`config.mk`:
```
export PLATFORM = sky130hd
export DESIGN_NAME = ddr3_lane_dly_ctrl
export DESIGN_NICKNAME = d
export VERILOG_FILES = /design/src/rtl/ddr3_lane_dly_pkg.sv /design/src/rtl/ddr3_dly_step_timer.sv /design/src/rtl/ddr3_lane_dly_ctrl.sv
export SDC_FILE = /design/constraint.sdc
export NUM_CORES = 1
export LEC_CHECK = 0
export CAP_MARGIN = 20
export CORE_ASPECT_RATIO = 0.7
export CORE_MARGIN = 1
export CORE_UTILIZATION = 45
export DETAILED_ROUTE_END_ITERATION = 10
export GPL_TIMING_DRIVEN = 0
export PLACE_DENSITY = 0.65
export RECOVER_POWER = 25
export SLEW_MARGIN = 25
export SYNTH_ARGS = -nofsm -noshare
export SYNTH_HDL_FRONTEND = slang
export SYNTH_SLANG_ARGS = --single-unit
```
`constraint.sdc`:
```
create_clock -name FAB_CLK -period 3.96 [get_ports FAB_CLK]
set_input_delay 0.792 -clock FAB_CLK [delete_from_list [all_inputs] [get_ports FAB_CLK]]
set_output_delay 0.792 -clock FAB_CLK [all_outputs]
set_load 0.02 [all_outputs]
```
`src/rtl/ddr3_lane_dly_pkg.sv`:
```
// Shared encodings for the DDR3 lane delay-line controller.
package ddr3_lane_dly_pkg;

  localparam logic [1:0] OP_LOAD = 2'b00;
  localparam logic [1:0] OP_INC  = 2'b01;
  localparam logic [1:0] OP_DEC  = 2'b10;
  localparam logic [1:0] OP_SET  = 2'b11;

  localparam logic SEL_RX = 1'b0;
  localparam logic SEL_TX = 1'b1;

  // Range/step checking is combinational in the accept cycle, so it has no state.
  typedef enum logic [2:0] {
    ST_IDLE,
    ST_LOAD,
    ST_SETUP,
    ST_MOVE,
    ST_GAP,
    ST_DONE
  } dly_state_t;

endpackage

```
`src/rtl/ddr3_dly_step_timer.sv`:
```
// Loadable down-counter; expired is high while the count sits at zero.
module ddr3_dly_step_timer #(
  parameter int CNT_W = 2
) (
  input  logic             clk,
  input  logic             rst,
  input  logic             load,
  input  logic [CNT_W-1:0] load_val,
  output logic             expired
);

  logic [CNT_W-1:0] cnt;

  // Reload on request, otherwise count down and park at zero.
  always_ff @(posedge clk or posedge rst) begin
    if (rst) begin
      cnt <= '0;
    end else if (load) begin
      cnt <= load_val;
    end else if (cnt != '0) begin
      cnt <= cnt - 1'b1;
    end
  end

  assign expired = (cnt == '0);

endmodule

```
`src/rtl/ddr3_lane_dly_ctrl.sv`:
```
// Per-lane delay-line initiator: turns LOAD/STEP/SET commands into timed
// MOVE pulse trains and tracks the RX/TX DQS tap values.
module ddr3_lane_dly_ctrl
  import ddr3_lane_dly_pkg::*;
#(
  parameter int TAP_W       = 8,
  parameter int MAX_TAP     = 127,
  parameter int RX_LOAD_VAL = 1,
  parameter int TX_LOAD_VAL = 1,
  parameter int SETUP_CYC   = 1,
  parameter int MOVE_GAP    = 4
) (
  input  logic             FAB_CLK,
  input  logic             RESET,
  input  logic             CMD_VALID,
  output logic             CMD_READY,
  input  logic             CMD_SEL,
  input  logic [1:0]       CMD_OP,
  input  logic [TAP_W-1:0] CMD_VAL,
  output logic             DONE,
  output logic             ERR,
  output logic [TAP_W-1:0] RX_TAP,
  output logic [TAP_W-1:0] TX_TAP,
  output logic             DELAY_LINE_SEL,
  output logic             DELAY_LINE_LOAD,
  output logic             DELAY_LINE_DIRECTION,
  output logic             DELAY_LINE_MOVE,
  input  logic             RX_DELAY_LINE_OUT_OF_RANGE,
  input  logic             TX_DELAY_LINE_OUT_OF_RANGE
);

  localparam int TMR_MAX = (SETUP_CYC > MOVE_GAP) ? SETUP_CYC : MOVE_GAP;
  localparam int TMR_W   = (TMR_MAX < 2) ? 1 : $clog2(TMR_MAX);
  localparam logic [TMR_W-1:0] SETUP_LD = TMR_W'(SETUP_CYC - 1);
  localparam logic [TMR_W-1:0] GAP_LD   = TMR_W'(MOVE_GAP - 1);
  localparam logic [TAP_W-1:0] MAX_TAP_V = TAP_W'(MAX_TAP);
  localparam logic [TAP_W:0]   MAX_TAP_X = (TAP_W+1)'(MAX_TAP);
  localparam logic [TAP_W-1:0] RX_LD_V   = TAP_W'(RX_LOAD_VAL);
  localparam logic [TAP_W-1:0] TX_LD_V   = TAP_W'(TX_LOAD_VAL);

  dly_state_t       state;
  logic [TAP_W-1:0] pulse_cnt;
  logic [TAP_W-1:0] cur_tap;
  logic [TAP_W:0]   sum_ext;
  logic             chk_err;
  logic             chk_zero;
  logic             chk_dir;
  logic [TAP_W-1:0] chk_cnt;
  logic             accept;
  logic             go_setup;
  logic             line_oor;
  logic             tmr_load;
  logic [TMR_W-1:0] tmr_load_val;
  logic             tmr_expired;

  assign accept   = CMD_VALID && CMD_READY;
  assign go_setup = (CMD_OP != OP_LOAD) && !chk_err && !chk_zero;
  assign line_oor = (DELAY_LINE_SEL == SEL_TX) ? TX_DELAY_LINE_OUT_OF_RANGE
                                               : RX_DELAY_LINE_OUT_OF_RANGE;
  assign tmr_load     = (accept && go_setup) || (state == ST_MOVE);
  assign tmr_load_val = (state == ST_MOVE) ? GAP_LD : SETUP_LD;

  // Range check, direction and pulse count of the command being offered.
  always_comb begin
    cur_tap  = (CMD_SEL == SEL_TX) ? TX_TAP : RX_TAP;
    sum_ext  = {1'b0, cur_tap} + {1'b0, CMD_VAL};
    chk_err  = 1'b0;
    chk_zero = 1'b0;
    chk_dir  = 1'b0;
    chk_cnt  = '0;
    case (CMD_OP)
      OP_SET: begin
        if (CMD_VAL > MAX_TAP_V) begin
          chk_err = 1'b1;
        end else if (CMD_VAL == cur_tap) begin
          chk_zero = 1'b1;
        end else begin
          chk_dir = (CMD_VAL > cur_tap);
          chk_cnt = chk_dir ? (CMD_VAL - cur_tap) : (cur_tap - CMD_VAL);
        end
      end
      OP_INC: begin
        if (sum_ext > MAX_TAP_X) begin
          chk_err = 1'b1;
        end else if (CMD_VAL == '0) begin
          chk_zero = 1'b1;
        end else begin
          chk_dir = 1'b1;
          chk_cnt = CMD_VAL;
        end
      end
      OP_DEC: begin
        if (CMD_VAL > cur_tap) begin
          chk_err = 1'b1;
        end else if (CMD_VAL == '0) begin
          chk_zero = 1'b1;
        end else begin
          chk_cnt = CMD_VAL;
        end
      end
      default: ;
    endcase
  end

  ddr3_dly_step_timer #(
    .CNT_W (TMR_W)
  ) u_timer (
    .clk      (FAB_CLK),
    .rst      (RESET),
    .load     (tmr_load),
    .load_val (tmr_load_val),
    .expired  (tmr_expired)
  );

  // Command sequencer with registered handshake and delay-line strobes.
  always_ff @(posedge FAB_CLK or posedge RESET) begin
    if (RESET) begin
      state                <= ST_IDLE;
      CMD_READY            <= 1'b1;
      DONE                 <= 1'b0;
      ERR                  <= 1'b0;
      DELAY_LINE_SEL       <= 1'b0;
      DELAY_LINE_LOAD      <= 1'b0;
      DELAY_LINE_DIRECTION <= 1'b0;
      DELAY_LINE_MOVE      <= 1'b0;
    end else begin
      case (state)
        ST_IDLE: begin
          if (accept) begin
            CMD_READY      <= 1'b0;
            ERR            <= 1'b0;
            DELAY_LINE_SEL <= CMD_SEL;
            if (CMD_OP == OP_LOAD) begin
              DELAY_LINE_LOAD <= 1'b1;
              state           <= ST_LOAD;
            end else if (chk_err) begin
              DONE  <= 1'b1;
              ERR   <= 1'b1;
              state <= ST_DONE;
            end else if (chk_zero) begin
              DONE  <= 1'b1;
              state <= ST_DONE;
            end else begin
              DELAY_LINE_DIRECTION <= chk_dir;
              state                <= ST_SETUP;
            end
          end
        end
        ST_LOAD: begin
          DELAY_LINE_LOAD <= 1'b0;
          DONE            <= 1'b1;
          state           <= ST_DONE;
        end
        ST_SETUP: begin
          if (tmr_expired) begin
            DELAY_LINE_MOVE <= 1'b1;
            state           <= ST_MOVE;
          end
        end
        ST_MOVE: begin
          DELAY_LINE_MOVE <= 1'b0;
          state           <= ST_GAP;
        end
        ST_GAP: begin
          if (line_oor) begin
            DONE  <= 1'b1;
            ERR   <= 1'b1;
            state <= ST_DONE;
          end else if (tmr_expired) begin
            if (pulse_cnt != '0) begin
              DELAY_LINE_MOVE <= 1'b1;
              state           <= ST_MOVE;
            end else begin
              DONE  <= 1'b1;
              state <= ST_DONE;
            end
          end
        end
        ST_DONE: begin
          DONE      <= 1'b0;
          CMD_READY <= 1'b1;
          state     <= ST_IDLE;
        end
        default: state <= ST_IDLE;
      endcase
    end
  end

  // Remaining MOVE pulses of the current command.
  always_ff @(posedge FAB_CLK) begin
    if (accept) begin
      pulse_cnt <= chk_cnt;
    end else if (state == ST_MOVE) begin
      pulse_cnt <= pulse_cnt - 1'b1;
    end
  end

  // Tap shadows follow every LOAD and MOVE actually issued to the lane.
  always_ff @(posedge FAB_CLK or posedge RESET) begin
    if (RESET) begin
      RX_TAP <= RX_LD_V;
      TX_TAP <= TX_LD_V;
    end else if (state == ST_LOAD) begin
      if (DELAY_LINE_SEL == SEL_TX) TX_TAP <= TX_LD_V;
      else                          RX_TAP <= RX_LD_V;
    end else if (state == ST_MOVE) begin
      if (DELAY_LINE_SEL == SEL_TX)
        TX_TAP <= DELAY_LINE_DIRECTION ? (TX_TAP + 1'b1) : (TX_TAP - 1'b1);
      else
        RX_TAP <= DELAY_LINE_DIRECTION ? (RX_TAP + 1'b1) : (RX_TAP - 1'b1);
    end
  end

endmodule

```
==> results of run 1 <==
## sequential cells by signal, summed over array words and instances, names as in the netlist
signal and cells:
DELAY_LINE_LOAD 1, u_timer.cnt 2, RX_TAP 8, pulse_cnt 8, ERR 1, DONE 1
CMD_READY 1, DELAY_LINE_MOVE 1, DELAY_LINE_DIRECTION 1, state 3, DELAY_LINE_SEL 1, TX_TAP 8
## per-layer routing
layer | GRT usage | wire, µm
met1 | 0.343 | 4600
met2 | 0.318 | 3490
met3 | 0.0488 | 510
met4 | 0.0518 | 99
met5 | 0 | 0
## Yosys cell counts (2+ instances only)
| cell type | count |
|---|---|
| nor4_1 | 4 |
| a22o_1 | 7 |
| o2111ai_1 | 2 |
| o21ai_0 | 23 |
| o21bai_1 | 5 |
| a21oi_1 | 27 |
| and2_1 | 2 |
| nand2b_1 | 5 |
| o211a_1 | 2 |
| xor2_1 | 8 |
| o41ai_1 | 2 |
| and4_1 | 2 |
| o22ai_1 | 2 |
| fa_1 | 5 |
| nor2_1 | 27 |
| a221o_1 | 3 |
| nor2b_1 | 5 |
| or3_1 | 2 |
| a311oi_1 | 2 |
| edfxtp_1 | 8 |
| o311ai_0 | 2 |
| nand4_1 | 3 |
| a21o_1 | 7 |
| dfstp_2 | 3 |
| a22oi_1 | 3 |
| or4_1 | 2 |
| xnor2_1 | 14 |
| nand3_1 | 8 |
| and3_1 | 3 |
| mux2_2 | 3 |
| clkbuf_1 | 7 |
| a31oi_1 | 6 |
| ha_1 | 45 |
| nand2_1 | 28 |
| nor3_1 | 5 |
| buf_6 | 2 |
| dfrtp_1 | 25 |
| inv_1 | 37 |
| mux2i_1 | 13 |
| o21a_1 | 2 |
## power by group through the flow
stage	Combinational, mW	Clock, mW	Sequential, mW
after floorplan	1.43	0	0.775
after detailed placement	2.08	0	0.700
after global routing	2.32	0.288	0.724
after CTS	2.09	0.268	0.696
final	2.10	0.265	0.698
after global placement	2.04	0	0.694
## worst min-delay path by stage
stage,startpoint,end,slack (ns),depth (start not counted)
6_report,TX_TAP[0]$_DFFE_PP1P_,TX_TAP[0]$_DFFE_PP1P_,0.54,2
3_5_place_dp,CMD_READY$_DFFE_PP1P_,CMD_READY$_DFFE_PP1P_,0.54,2
5_1_grt,TX_TAP[0]$_DFFE_PP1P_,TX_TAP[0]$_DFFE_PP1P_,0.57,2
4_1_cts,TX_TAP[0]$_DFFE_PP1P_,TX_TAP[0]$_DFFE_PP1P_,0.54,2
2_1_floorplan,u_timer.cnt[1]$_DFFE_PP0P_,u_timer.cnt[1]$_DFFE_PP0P_,0.53,2
3_3_place_gp,CMD_READY$_DFFE_PP1P_,CMD_READY$_DFFE_PP1P_,0.51,2
## logic make-up (layout without fill, tap and decap cells)
kind of cell,Yosys count,in the layout,synth area share
flops,36,36,0.270
buf+inv,47,92,0.0558
simple gates,101,101,0.143
fa+ha+maj,50,50,0.190
xor+xnor,22,22,0.0551
compound gates,113,113,0.235
mux,17,17,0.0512
## through the flow
| stage | setup TNS [ns] | area (µm²) | power, mW | worst slack, ns | hold WS [ns] |
|---|---|---|---|---|---|
| 3_5_place_dp | -3.81 | 3990 | 2.78 | -0.491 | 0.537 |
| 4_1_cts | 0 | 4080 | 3.05 | 0.0442 | 0.543 |
| 3_3_place_gp | -3.54 | 3990 | 2.73 | -0.491 | 0.514 |
| 6_report | 0 | 4090 | 3.06 | 0.178 | 0.542 |
| 2_1_floorplan | 0 | 3500 | 2.20 | 0.0819 | 0.534 |
| 5_1_grt | -0.00416 | 4090 | 3.33 | -0.00416 | 0.570 |
## area by class of cell
cell class	instances	area, µm²
Multi-Input combinational cell	303	2370
Clock inverter	2	11.3
Sequential cell	36	945
Tap cell	98	123
Fill cell	694	3330
Clock buffer	6	72.6
Timing Repair Buffer	37	370
Buffer	10	57.6
Inverter	37	139
## critical path: stages
cell	delay [ns]
clkbuf_2	0.29
mux2i_1	0.39
inv_1	0.11
ha_1	0.34
buf_6	0.17
nor4_1	0.29
o2111ai_1	0.20
o211ai_2	0.16
a31oi_2	0.19
o41ai_4	0.52
nand4_2	0.18
mux2_4	0.33
## what timing repair did
item,4_1_cts,5_1_grt
buffers inserted,0,0
setup endpoints to repair,7,8
resized for setup,1,2
pin swaps,0,0
==> metrics.cfg, run 1 <==
[timing]
max_slew.worst_pin.slew_ns=1.09
hold_violations=0
setup_violations=0
report.final.slew_viol_count=0
final.period_utilization=0.955
period_minus_slack_ns=3.78
maxSlewHeadroom=0.269
fin_skew_ns=0.0108
fmax_ghz=0.264

[cells_and_area]
layout_common_cells=ha_1 (45), inv_1 (37), clkdlybuf4s50_1 (36)
drive_gt1_frac=0.0650
diodes=0
synthToLayoutAreaGrowth_pct=16.9
finalNetCount=496
post-route-util=0.551
final_common_cell=ha_1
fin_cells=529

[power_and_ir_drop]
power_frac_comb=0.685
p_int_mw=1.60
p_sw_mw=1.46
vdd_ir_drop_max_uv=435
p_clk_frac=0.087
switching_share=0.478
p_leak_nw=1.83
p_seq_frac=0.228
p_per_area_mw_per_mm2=748

[place]
dp_cells=521
gp_congestion=0.893
hpwl_um=6980
port-buffer-count=37

[flow_run]
cap_violations=0

[logic_synthesis]
syn_inst=386
synth.net_count=452
seq_area_frac_synth=0.270
synth_cell_type_count=65
netlist_top_cells_area=dfrtp_1 (18%), ha_1 (16%), edfxtp_1 (6.9%)
synth_edf_count=8
async_reset_ff_frac=0.778
synth_flop_cell=dfrtp_1
synth.avg_cell_area_um2=9.06
ys_ff_latch=36
netlist_area_mm2=0.00350
ys_warn_count=0
synth_top_area_frac=0.179
synth_area_leader_cell=dfrtp_1

[global_route]
grt_pass1_wl_um=13800
overflow=0
grt_max_degree=29
grt_pass1_vias=2748
grtUsageTotal=0.224
antenna_found_initial=0

[worst_setup_path]
start_kind=input port
worst-setup-path-type=input port to register
crit_path_end_kind=register
crit_path_max_fanout=10
worstPathRequired_ns=4.13
endpoint=DELAY_LINE_DIRECTION$_DFFE_PP0P_
worst-r2r-cell-count=12
r2r-end=DELAY_LINE_DIRECTION$_DFFE_PP0P_
ff2ff_setup_slack_ns=0.55
startpoint=CMD_SEL
r2r_start=TX_TAP[0]$_DFFE_PP1P_
worstPathArrival_ns=3.96

[clocking]
cts.sinks=36
cts_root_buf=clkbuf_8
clk_pin_slew_worst_paths_ns=0.08
clk-insertion-delay-late_ns=0.30
htreeDepth=2
numCtsBuffers=5
tritoncts=yes
cts.path.max_buffers=2
postCtsHoldBufs=0

[floorplanning]
fp.coreArea_mm2=0.00742
die-height_um=75.8
row_count=26
pin_count=39
initial_core_util=0.471
fp.dieW_um=107
dieArea_mm2=0.00813

[drt]
wl_per_cell_um=16.4
vias_per_cell=5.66
ant_nets=0
firstDrtPassIters=4
routed_wl_um=8700
drc=0
dr_total_vias=2996
first_iter_violations=201

[min_path]
hp-class=register to register

[outcome]
outcome=complete, no violations

(Power assumes the default switching activity.)
==> inputs of run 2 (changes only) <==
- SETUP_SLACK_MARGIN: default -> 0.4
==> run 2 against run 1 <==
Compared with the run above: sequential power up 0.6%; die area unchanged; non-clock buffer count up 4; clock skew down 0.0015 ns; register-to-register slack better by 0.12 ns; critical path depth unchanged; critical path type unchanged.
==> metrics.cfg, run 2 (synthesis results as in run 1) <==
[outcome]
outcome=complete, no violations  ; unchanged

[cells_and_area]
fillers=678  ; was 694
top_regs=RX_TAP x8, TX_TAP x8, pulse_cnt x8  ; unchanged
post-route-util=0.572  ; was 0.551
layout_common_cells=ha_1 (43), inv_1 (36), clkdlybuf4s50_1 (30)  ; was ha_1 (45), inv_1 (37), clkdlybuf4s50_1 (36)
finalNetCount=500  ; was 496
diodes=0  ; unchanged
drive_gt1_frac=0.106  ; was 0.0650
final_common_cell=ha_1  ; unchanged
synthToLayoutAreaGrowth_pct=21.3  ; was 16.9%

[timing]
fin_skew_ns=0.00927  ; was 0.0108 ns
report.final.slew_viol_count=0  ; unchanged
setup_violations=0  ; unchanged
final.period_utilization=0.871  ; was 0.955
hold_violations=0  ; unchanged
period_minus_slack_ns=3.45  ; was 3.78 ns
rsz0062_at_grt=no
maxSlewHeadroom=0.275  ; was 0.269
max_slew.worst_pin.slew_ns=1.09  ; about the same
fmax_ghz=0.290  ; was 0.264 GHz

[power_and_ir_drop]
p_clk_frac=0.087  ; about the same
finalPower_mw=3.16  ; was 3.06 mW
p_per_area_mw_per_mm2=745  ; was 748 mW/mm²
switching_share=0.472  ; was 0.478
vdd_ir_drop_max_uv=427  ; was 435 µV
p_leak_nw=1.89  ; was 1.83 nW
p_sw_mw=1.49  ; was 1.46 mW
power_frac_comb=0.690  ; was 0.685
p_seq_frac=0.222  ; was 0.228
p_int_mw=1.67  ; was 1.60 mW

[place]
hpwl_um=6930  ; was 6980 µm
port-buffer-count=37  ; unchanged
gp_congestion=0.870  ; was 0.893

[worst_setup_path]
critPathMostFrequentCell=buf_6
r2r_start=RX_TAP[0]$_DFFE_PP1P_  ; was TX_TAP[0]$_DFFE_PP1P_
path_buf_inv=3  ; unchanged
start_kind=input port  ; unchanged
r2r-end=pulse_cnt[7]$_DFFE_PP_  ; was DELAY_LINE_DIRECTION$_DFFE_PP0P_
ff2ff_setup_slack_ns=0.67  ; was 0.55 ns
worstPathRequired_ns=4.14  ; was 4.13 ns
max_stage_delay_ns=0.45  ; was 0.52 ns
worstPathArrival_ns=3.63  ; was 3.96 ns
cp_top_family=compound AO/OA/AOI/OAI gates  ; unchanged
crit_path_end_kind=register  ; unchanged
worst-r2r-cell-count=12  ; unchanged
worst-setup-path-type=input port to register  ; unchanged
path_cells=buf_6, mux2i_4, inv_1, ha_1, buf_6, nor4_2, o2111ai_1, o211ai_2, a31oi_4, o41ai_4, nand4_2, mux2_4  ; was clkbuf_2, mux2i_1, inv_1, ha_1, buf_6, nor4_1, o2111ai_1, o211ai_2, a31oi_2, o41ai_4, nand4_2, mux2_4
crit_slowest_cell=o41ai_4  ; unchanged
crit_path_max_fanout=10  ; unchanged

[floorplanning]
initial_core_util=0.471  ; unchanged
dieArea_mm2=0.00813  ; unchanged
fp.coreArea_mm2=0.00742  ; unchanged
row_count=26  ; unchanged
pin_count=39  ; unchanged
die-height_um=75.8  ; unchanged
fp.dieW_um=107  ; unchanged

[clocking]
cts.sinks=36  ; unchanged
postCtsHoldBufs=0  ; unchanged
cts_root_buf=clkbuf_8  ; unchanged
clk_pin_slew_worst_paths_ns=0.08  ; about the same
htreeDepth=2  ; unchanged
clk-insertion-delay-late_ns=0.29  ; was 0.30 ns
cts.path.max_buffers=2  ; unchanged
numCtsBuffers=5  ; unchanged
tritoncts=yes  ; unchanged

[global_route]
antenna_found_initial=0  ; unchanged
grtUsageMet2=0.341  ; was 0.318
grt_pass1_vias=2818  ; was 2748
grt_max_degree=29  ; unchanged
use_met1=0.340  ; was 0.343
overflow=0  ; unchanged
grtUsageTotal=0.229  ; was 0.224
grt_pass1_wl_um=14200  ; was 13800 µm
busiest_layer=met2  ; was met1
grt_util_met3=0.0488  ; unchanged

[drt]
wl_per_cell_um=16.6  ; was 16.4 µm
drc=0  ; unchanged
ant_nets=0  ; unchanged
routed_wl_um=8860  ; was 8700 µm
firstDrtPassIters=5  ; was 4
vias_per_cell=5.75  ; was 5.66
dr_total_vias=3064  ; was 2996
first_iter_violations=257  ; was 201

[flow_run]
cap_violations=0  ; unchanged

[min_path]
whs_path_depth=2  ; unchanged
hp-start=CMD_READY$_DFFE_PP1P_  ; was TX_TAP[0]$_DFFE_PP1P_
hp-class=register to register  ; unchanged
hold-path-endpoint=CMD_READY$_DFFE_PP1P_  ; was TX_TAP[0]$_DFFE_PP1P_

run 2: cell types whose count changed in the layout (fill, tap and decap cells not counted), sizes merged:
cell           change
buf                +5
clkdlybuf4s50      -6
clkinv             -1
dlygate4sd2        +2
dlymetal6s2s       +4
run 2: through the flow:
stage               TNS (ns)  hold slack, ns  area (µm²)  setup slack (ns)  std cells
detailed placement   -0.0767           0.525        4010           -0.0767        521
CTS                        0           0.535        4120             0.351        530
finish                     0           0.533        4240             0.509        533
floorplan                  0           0.534        3510             0.407        386
global route               0           0.558        4240             0.387        533
global placement           0           0.514        4010           0.00283        521
run 2: layer usage:
| layer | up-vias | wire length (µm) |
|---|---|---|
| met3 | 12 | 646 |
| met1 | 1456 | 4410 |
| met2 | 100 | 3700 |
| li1 | 1496 | - |
| met4 | 0 | 101 |
| met5 | - | 0 |
run 2: final cells by class:
cell class	count	area [µm²]	area share
plain buffers	10	63.8	0.0150
clock buffers	7	86.3	0.0204
clock inverters	1	7.51	0.00177
inverters	37	139	0.0327
multi-input cells	303	2470	0.582
flip-flops and latches	36	945	0.223
well taps	98	123	0.0289
repair buffers	41	408	0.0962
run 2: worst max-delay path by stage:
| stage | startpoint | to | slack [ns] | depth (start not counted) |
|---|---|---|---|---|
| 2_1_floorplan | CMD_SEL | pulse_cnt[7]$_DFFE_PP_ | 0.41 | 11 |
| 6_report | CMD_SEL | DELAY_LINE_DIRECTION$_DFFE_PP0P_ | 0.51 | 12 |
| 5_1_grt | CMD_SEL | u_timer.cnt[0]$_DFFE_PP0P_ | 0.39 | 13 |
| 4_1_cts | CMD_VAL[1] | DELAY_LINE_DIRECTION$_DFFE_PP0P_ | 0.35 | 10 |
| 3_5_place_dp | CMD_VAL[4] | DELAY_LINE_DIRECTION$_DFFE_PP0P_ | -0.08 | 11 |
| 3_3_place_gp | CMD_VAL[1] | DELAY_LINE_DIRECTION$_DFFE_PP0P_ | 0.003 | 10 |
run 2: worst min-delay path, delay by kind of cell (launching register included):
family        cells  cell delay, ns
flops             1            0.39
simple gates      2            0.15
run 2: power groups by stage:
stage / Clock, mW / Sequential, mW / Combinational (mW)
6_report: 0.276 / 0.702 / 2.18
5_1_grt: 0.301 / 0.728 / 2.41
3_3_place_gp: 0 / 0.697 / 2.04
4_1_cts: 0.288 / 0.694 / 2.09
2_1_floorplan: 0 / 0.778 / 1.44
3_5_place_dp: 0 / 0.700 / 2.08
run 2: what timing repair did:
item / in CTS / in global routing
pin swaps: 1 / 3
resized for setup: 4 / 22
setup buffers: 1 / 3
endpoints found under the setup margin: 6 / 11
